**src/rtl/ps2_dev_tx.sv**
```systemverilog
// Device-side PS/2 transmitter: 16-deep FWFT byte FIFO feeding an 11-bit
// device-to-host frame serializer that backs off when the host inhibits the clock.
module ps2_dev_tx #(
  parameter int unsigned CLK_DIV    = 1000,
  parameter int unsigned GAP_CYCLES = 2000,
  parameter int unsigned FIFO_AW    = 4
) (
  input  logic       clk_sys,
  input  logic       reset,
  input  logic [7:0] din,
  input  logic       din_wr,
  output logic       full,
  output logic       overflow,
  input  logic       ps2_clk_in,
  output logic       ps2_clk_out,
  output logic       ps2_dat_out,
  output logic       busy
);

  localparam int unsigned DEPTH   = 1 << FIFO_AW;
  localparam int unsigned CNT_W   = FIFO_AW + 1;
  localparam int unsigned DIV_MAX = (CLK_DIV > GAP_CYCLES) ? CLK_DIV : GAP_CYCLES;
  localparam int unsigned DIV_W   = $clog2(DIV_MAX + 1);

  localparam logic [1:0] S_IDLE = 2'd0;
  localparam logic [1:0] S_HIGH = 2'd1;
  localparam logic [1:0] S_LOW  = 2'd2;
  localparam logic [1:0] S_GAP  = 2'd3;

  logic               r_sync_meta;
  logic               r_hclk;
  logic [7:0]         r_mem [DEPTH];
  logic [FIFO_AW-1:0] r_wptr;
  logic [FIFO_AW-1:0] r_rptr;
  logic [CNT_W-1:0]   r_count;
  logic               r_full;
  logic               r_overflow;
  logic [1:0]         r_state;
  logic [10:0]        r_sr;
  logic [3:0]         r_bcnt;
  logic [DIV_W-1:0]   r_div;
  logic               r_clk_out;
  logic               r_dat_out;
  logic               r_busy;

  logic               w_wr;
  logic               w_pop;
  logic               w_empty;
  logic [7:0]         w_head;
  logic [CNT_W-1:0]   w_count_nx;
  logic               w_div_end_clk;
  logic               w_div_end_gap;
  logic [1:0]         w_state_nx;
  logic [10:0]        w_sr_nx;
  logic [3:0]         w_bcnt_nx;
  logic [DIV_W-1:0]   w_div_nx;

  assign full        = r_full;
  assign overflow    = r_overflow;
  assign ps2_clk_out = r_clk_out;
  assign ps2_dat_out = r_dat_out;
  assign busy        = r_busy;

  assign w_wr          = din_wr && !r_full;
  assign w_empty       = (r_count == '0);
  assign w_head        = r_mem[r_rptr];
  assign w_div_end_clk = (r_div == DIV_W'(CLK_DIV - 1));
  assign w_div_end_gap = (r_div == DIV_W'(GAP_CYCLES - 1));

  // Host clock line synchronizer; released line reads high.
  always_ff @(posedge clk_sys or posedge reset) begin
    if (reset) begin
      r_sync_meta <= 1'b1;
      r_hclk      <= 1'b1;
    end else begin
      r_sync_meta <= ps2_clk_in;
      r_hclk      <= r_sync_meta;
    end
  end

  always_ff @(posedge clk_sys) begin
    if (w_wr) r_mem[r_wptr] <= din;
  end

  always_comb begin
    w_count_nx = r_count;
    case ({w_wr, w_pop})
      2'b10:   w_count_nx = r_count + CNT_W'(1);
      2'b01:   w_count_nx = r_count - CNT_W'(1);
      default: w_count_nx = r_count;
    endcase
  end

  always_ff @(posedge clk_sys or posedge reset) begin
    if (reset) begin
      r_wptr     <= '0;
      r_rptr     <= '0;
      r_count    <= '0;
      r_full     <= 1'b0;
      r_overflow <= 1'b0;
    end else begin
      if (w_wr)  r_wptr <= r_wptr + FIFO_AW'(1);
      if (w_pop) r_rptr <= r_rptr + FIFO_AW'(1);
      r_count    <= w_count_nx;
      r_full     <= (w_count_nx == CNT_W'(DEPTH));
      r_overflow <= din_wr && r_full;
    end
  end

  // Frame sequencer: the head byte is popped only after its stop bit completes.
  always_comb begin
    w_state_nx = r_state;
    w_sr_nx    = r_sr;
    w_bcnt_nx  = r_bcnt;
    w_div_nx   = r_div + DIV_W'(1);
    w_pop      = 1'b0;
    case (r_state)
      S_IDLE: begin
        w_div_nx = '0;
        if (!w_empty && r_hclk) begin
          w_state_nx = S_HIGH;
          w_sr_nx    = {1'b1, ~^w_head, w_head, 1'b0};
          w_bcnt_nx  = 4'd0;
        end
      end
      S_HIGH: begin
        if (r_bcnt != 4'd0 && !r_hclk) begin
          w_state_nx = S_GAP;
          w_div_nx   = '0;
        end else if (w_div_end_clk) begin
          w_state_nx = S_LOW;
          w_div_nx   = '0;
        end
      end
      S_LOW: begin
        if (w_div_end_clk) begin
          w_div_nx = '0;
          if (r_bcnt < 4'd10) begin
            w_sr_nx    = {1'b0, r_sr[10:1]};
            w_bcnt_nx  = r_bcnt + 4'd1;
            w_state_nx = S_HIGH;
          end else begin
            w_pop      = 1'b1;
            w_state_nx = S_GAP;
          end
        end
      end
      default: begin
        if (w_div_end_gap) begin
          w_state_nx = S_IDLE;
          w_div_nx   = '0;
        end
      end
    endcase
  end

  // Outputs are registered from the next state so they track the state register.
  always_ff @(posedge clk_sys or posedge reset) begin
    if (reset) begin
      r_state   <= S_IDLE;
      r_sr      <= '0;
      r_bcnt    <= '0;
      r_div     <= '0;
      r_clk_out <= 1'b1;
      r_dat_out <= 1'b1;
      r_busy    <= 1'b0;
    end else begin
      r_state   <= w_state_nx;
      r_sr      <= w_sr_nx;
      r_bcnt    <= w_bcnt_nx;
      r_div     <= w_div_nx;
      r_clk_out <= (w_state_nx != S_LOW);
      r_dat_out <= (w_state_nx == S_HIGH || w_state_nx == S_LOW) ? w_sr_nx[0] : 1'b1;
      r_busy    <= (w_state_nx != S_IDLE);
    end
  end

endmodule

```
**config.mk**
```make
export PLATFORM = sky130hd
export DESIGN_NAME = ps2_dev_tx
export DESIGN_NICKNAME = d
export VERILOG_FILES = /design/src/rtl/ps2_dev_tx.sv
export SDC_FILE = /design/constraint.sdc
export NUM_CORES = 1
export LEC_CHECK = 0
export CAP_MARGIN = 25
export CORE_AREA = 2 2 161 202
export DETAILED_ROUTE_END_ITERATION = 12
export DIE_AREA = 0 0 163 204
export PLACE_DENSITY = 0.45
export SLEW_MARGIN = 15
export SYNTH_ARGS = -nofsm -noshare
export SYNTH_HDL_FRONTEND = slang
export SYNTH_SLANG_ARGS = --single-unit
```
**constraint.sdc**
```tcl
create_clock -name clk_sys -period 4.4 [get_ports clk_sys]
set_clock_uncertainty 0.1 [all_clocks]
set_input_delay 1.32 -clock clk_sys [delete_from_list [all_inputs] [get_ports clk_sys]]
set_output_delay 1.32 -clock clk_sys [all_outputs]
set_load 0.005 [all_outputs]
```
==> impl_results.md <==
- DR WL/cell: 16.2 um
- Cts bufs inserted: 17
- Setup tns final: 0 ns
- Max Cap Violations: 0
- Path depth of the worst reg2reg path: 12
- Via-per-instance ratio: 4.19
- Post-synth EDFFs: 128
- Post-route DRC violation count: 0
- CP Capture Type: flop
- # fillers: 3,150
- Slowest cell delay on critical path: 0.46 ns
- Slew @ Worst Pin: 0.924 ns
- Synth top area cells: edfxtp_1 52%, dfrtp_1 15%, mux4_2 9.7%
- First-pass GRT wire length: 23,700 um
- Period utilization: 88.5%
- FMAX: 257 MHz
- Initial antenna violation count: 0
- Clk slew on worst S/H paths: 0.07 ns
- Min Tclk post-route: 3.89 ns
- Critical Path RT: 4.62 ns
- Worst-Skew Late Latency: 0.43 ns
- Kind of critical path: primary input to flop
- Layout cell share with drive strength beyond 1: 18.4%
- Vias: 3,826
- CTS Sinks: 176
- Syn Nets: 492
- CP Max Fanout: 4
- Worst Setup EP: full$_DFF_PP0_
- Maximum clock path buffer count: 2
- RSZ-0062 raised after global routing: false
- Largest net degree at the start of global routing: 49
- Delay-heaviest family, CP: simple AND/OR/NAND/NOR gates
- Pwr dens: 498 mW/mm^2
- Die area: 0.0333 mm^2
- Cts-stage hold buffer count: 0
- CP max stage cell: clkdlybuf4s50_1
- DP HPWL: 10,200 um
- Die width: 163 um
- Routability cong.: 0.732
- Reg-to-reg endpoint: full$_DFF_PP0_
- #FFs+latches synth: 176
- # H-tree levels: 4
- Total setup buffers inserted after CTS: 0
- Final nets: 512
- Area Growth Syn to Fin: 16.8%
- Cells along the critical path: clkdlybuf4s50_1 > nor2b_1 > nor2_1 > and3_1 > xor2_1 > ha_1 > a21oi_1 > o31ai_1 > nor3_1 > nand3_1 > or3_2 > a311oi_1
- Buf+Inv Stages, Crit Path: 1
- Antenna cells: 0
- Top-area cell type share of the netlist area: 51.8%
- Fin cells: 913
- Initial DRC count: 174
- Slew Viols, Final: 0
- Vias in the first global route: 4,171
- Chip Height: 204 um
- IO buf count: 16
- Routed Antenna Nets: 0
- Placed cells: 880
- Yosys Warn Count: 0
- Cells after synthesis: 468
- Leak: 3.04 nW
- Crit. Startpoint: din_wr
- Number of cells on the critical path: 12
- Netlist Area Pre-Place: 0.00742 mm^2
- Max transition margin: 38.4%
- CP arrival: 4.12 ns
- Gr usage total: 9.54%
- Worst vdd ir: 0.000250 V
- Synth cell types: 48
- Grt total ovfl: 0
- Root Driver: clkbuf_16
- WL final: 14,800 um
- Boundary Pins: 17
- Main synth FF type: edfxtp_1
- Hold Fails Final Rpt: 0
- Ys async rst share: 27.3%
- Drt pass-1 iters: 6
- Synth area leader: edfxtp_1
- CP Launch Type: primary input
- HP Class: flop to flop
- CTS tree: done
- Cts repair resizes: 0
- Initial Util: 23.5%
- Post-synthesis sequential area ratio: 68.1%
- Row count: 73
- Avg Synthesized Cell Area: 15.9 um^2
- Status: complete, no violations
- Setup-failing EPs final: 0
- Core area: 0.0315 mm^2
- Reg2Reg Setup Slack: 0.75 ns
- Worst r2r src: r_div[0]$_DFF_PP0_
[placed cells by master (no fill, tap or decap), types with 3 or more instances in the layout]
cell             netlist  routed
dfrtp_1               44      42
and3_2                 3       3
ha_1                  12      12
nor2_1                28      28
edfxtp_1             128     128
inv_8                  0       5
and2_1                18      18
clkinv_4               0       3
nand2_1               41      41
nor2b_1                7       7
o21ai_0                4       4
mux4_2                32      32
a22oi_1               26      26
nor3b_1                3       3
dfstp_2                4       4
buf_4                  0       6
clkdlybuf4s50_1        0      16
nor3_1                 7       7
xor2_1                10      10
a21oi_1                7       7
inv_1                 12      11
clkbuf_16              0      17
inv_6                  0       5
and3_1                 5       5
xnor2_1               21      21
nand3_1                6       6
[through the flow]
stage / instance area (um^2) / worst slack, ns / utilization (%) / total power [mW] / hold WS, ns
global route: 8660 / 0.347 / 27.5 / 4.54 / 0.271
floorplan: 7420 / 0.622 / - / 2.58 / 0.245
CTS: 8640 / 0.520 / 27.4 / 4.38 / 0.269
detailed placement: 8030 / 0.0591 / 25.5 / 2.80 / 0.256
finish: 8660 / 0.507 / 27.5 / 4.32 / 0.264
global placement: 8030 / 0.197 / 25.5 / 2.77 / 0.254
[kinds of logic (layout without fill, tap and decap cells)]
| family | count (synthesis) | in the layout | synth area share [%] |
|---|---|---|---|
| compound gates | 49 | 49 | 4.86 |
| xor+xnor | 31 | 31 | 3.66 |
| fa+ha+maj | 12 | 12 | 2.02 |
| buf+inv | 34 | 67 | 2.11 |
| flops | 176 | 176 | 68.1 |
| mux | 34 | 34 | 10.0 |
| simple gates | 132 | 132 | 9.26 |
[how the worst min path moves through the flow]
stage | from | endpoint | slack, ns | depth (start not counted)
after detailed placement | r_sync_meta$_DFF_PP1_ | r_hclk$_DFF_PP1_ | 0.26 | 0
after CTS | r_sync_meta$_DFF_PP1_ | r_hclk$_DFF_PP1_ | 0.27 | 0
final | r_sync_meta$_DFF_PP1_ | r_hclk$_DFF_PP1_ | 0.26 | 0
after floorplan | r_sync_meta$_DFF_PP1_ | r_hclk$_DFF_PP1_ | 0.25 | 0
after global routing | r_sync_meta$_DFF_PP1_ | r_hclk$_DFF_PP1_ | 0.27 | 0
after global placement | r_sync_meta$_DFF_PP1_ | r_hclk$_DFF_PP1_ | 0.25 | 0
[synthesized netlist by cell type (all sizes together), types with 2 or more instances]
library cell	instances
o21ai	4
edfxtp	128
and2	18
nor3	7
buf	10
ha	12
nand4	3
a22oi	26
xnor2	21
a21oi	7
mux2	2
nand3	6
and3	8
nor3b	3
clkbuf	12
or4	2
nand2	41
dfstp	4
dfrtp	44
o2111ai	2
xor2	10
nor2b	7
mux4	32
nor2	29
inv	12
a21o	2
[layout make-up]
cell class	count	area, um^2	share of cell area [%]
multi-input combinational	258	2210	25.5
timing repair buffer	23	225	2.60
inverter	12	45.0	0.520
clock buffer	17	425	4.91
tap	412	515	5.95
sequential	176	5050	58.3
clock inverter	15	186	2.15
[report_power, final]
| group | internal (mW) | total (mW) | switching [mW] | leakage [nW] |
|---|---|---|---|---|
| Combinational | 0.249 | 0.594 | 0.345 | 0.969 |
| Sequential | 2.02 | 2.16 | 0.142 | 1.76 |
| Clock | 0.869 | 1.56 | 0.694 | 0.303 |
[worst register-to-register path, cell delays in order (launching register included)]
cell      delay [ns]
dfrtp_1         0.37
ha_1            0.22
nand4b_1        0.18
or4_1           0.51
nor3_1          0.16
buf_4           0.18
ha_1            0.28
a21oi_1         0.16
and3_2          0.24
nor3_1          0.35
nand3_1         0.11
or3_2           0.42
a311oi_1        0.27
[routing by layer]
layer	wire [um]	up-vias	track usage, %
met3	406	11	2.13
met2	8060	57	17.4
met5	0	-	0
met4	192	0	3.26
met1	6100	1961	11.0
li1	-	1797	-
[registers in the layout, summed over array words and instances, names as in the netlist]
name,count
r_mem,128
r_div,11
r_sr,11
r_count,5
r_bcnt,4
r_rptr,4
r_wptr,4
r_state,2
busy,1
full,1
overflow,1
ps2_clk_out,1
ps2_dat_out,1
r_hclk,1
r_sync_meta,1
Note: power is estimated with default switching activity, not from simulation.
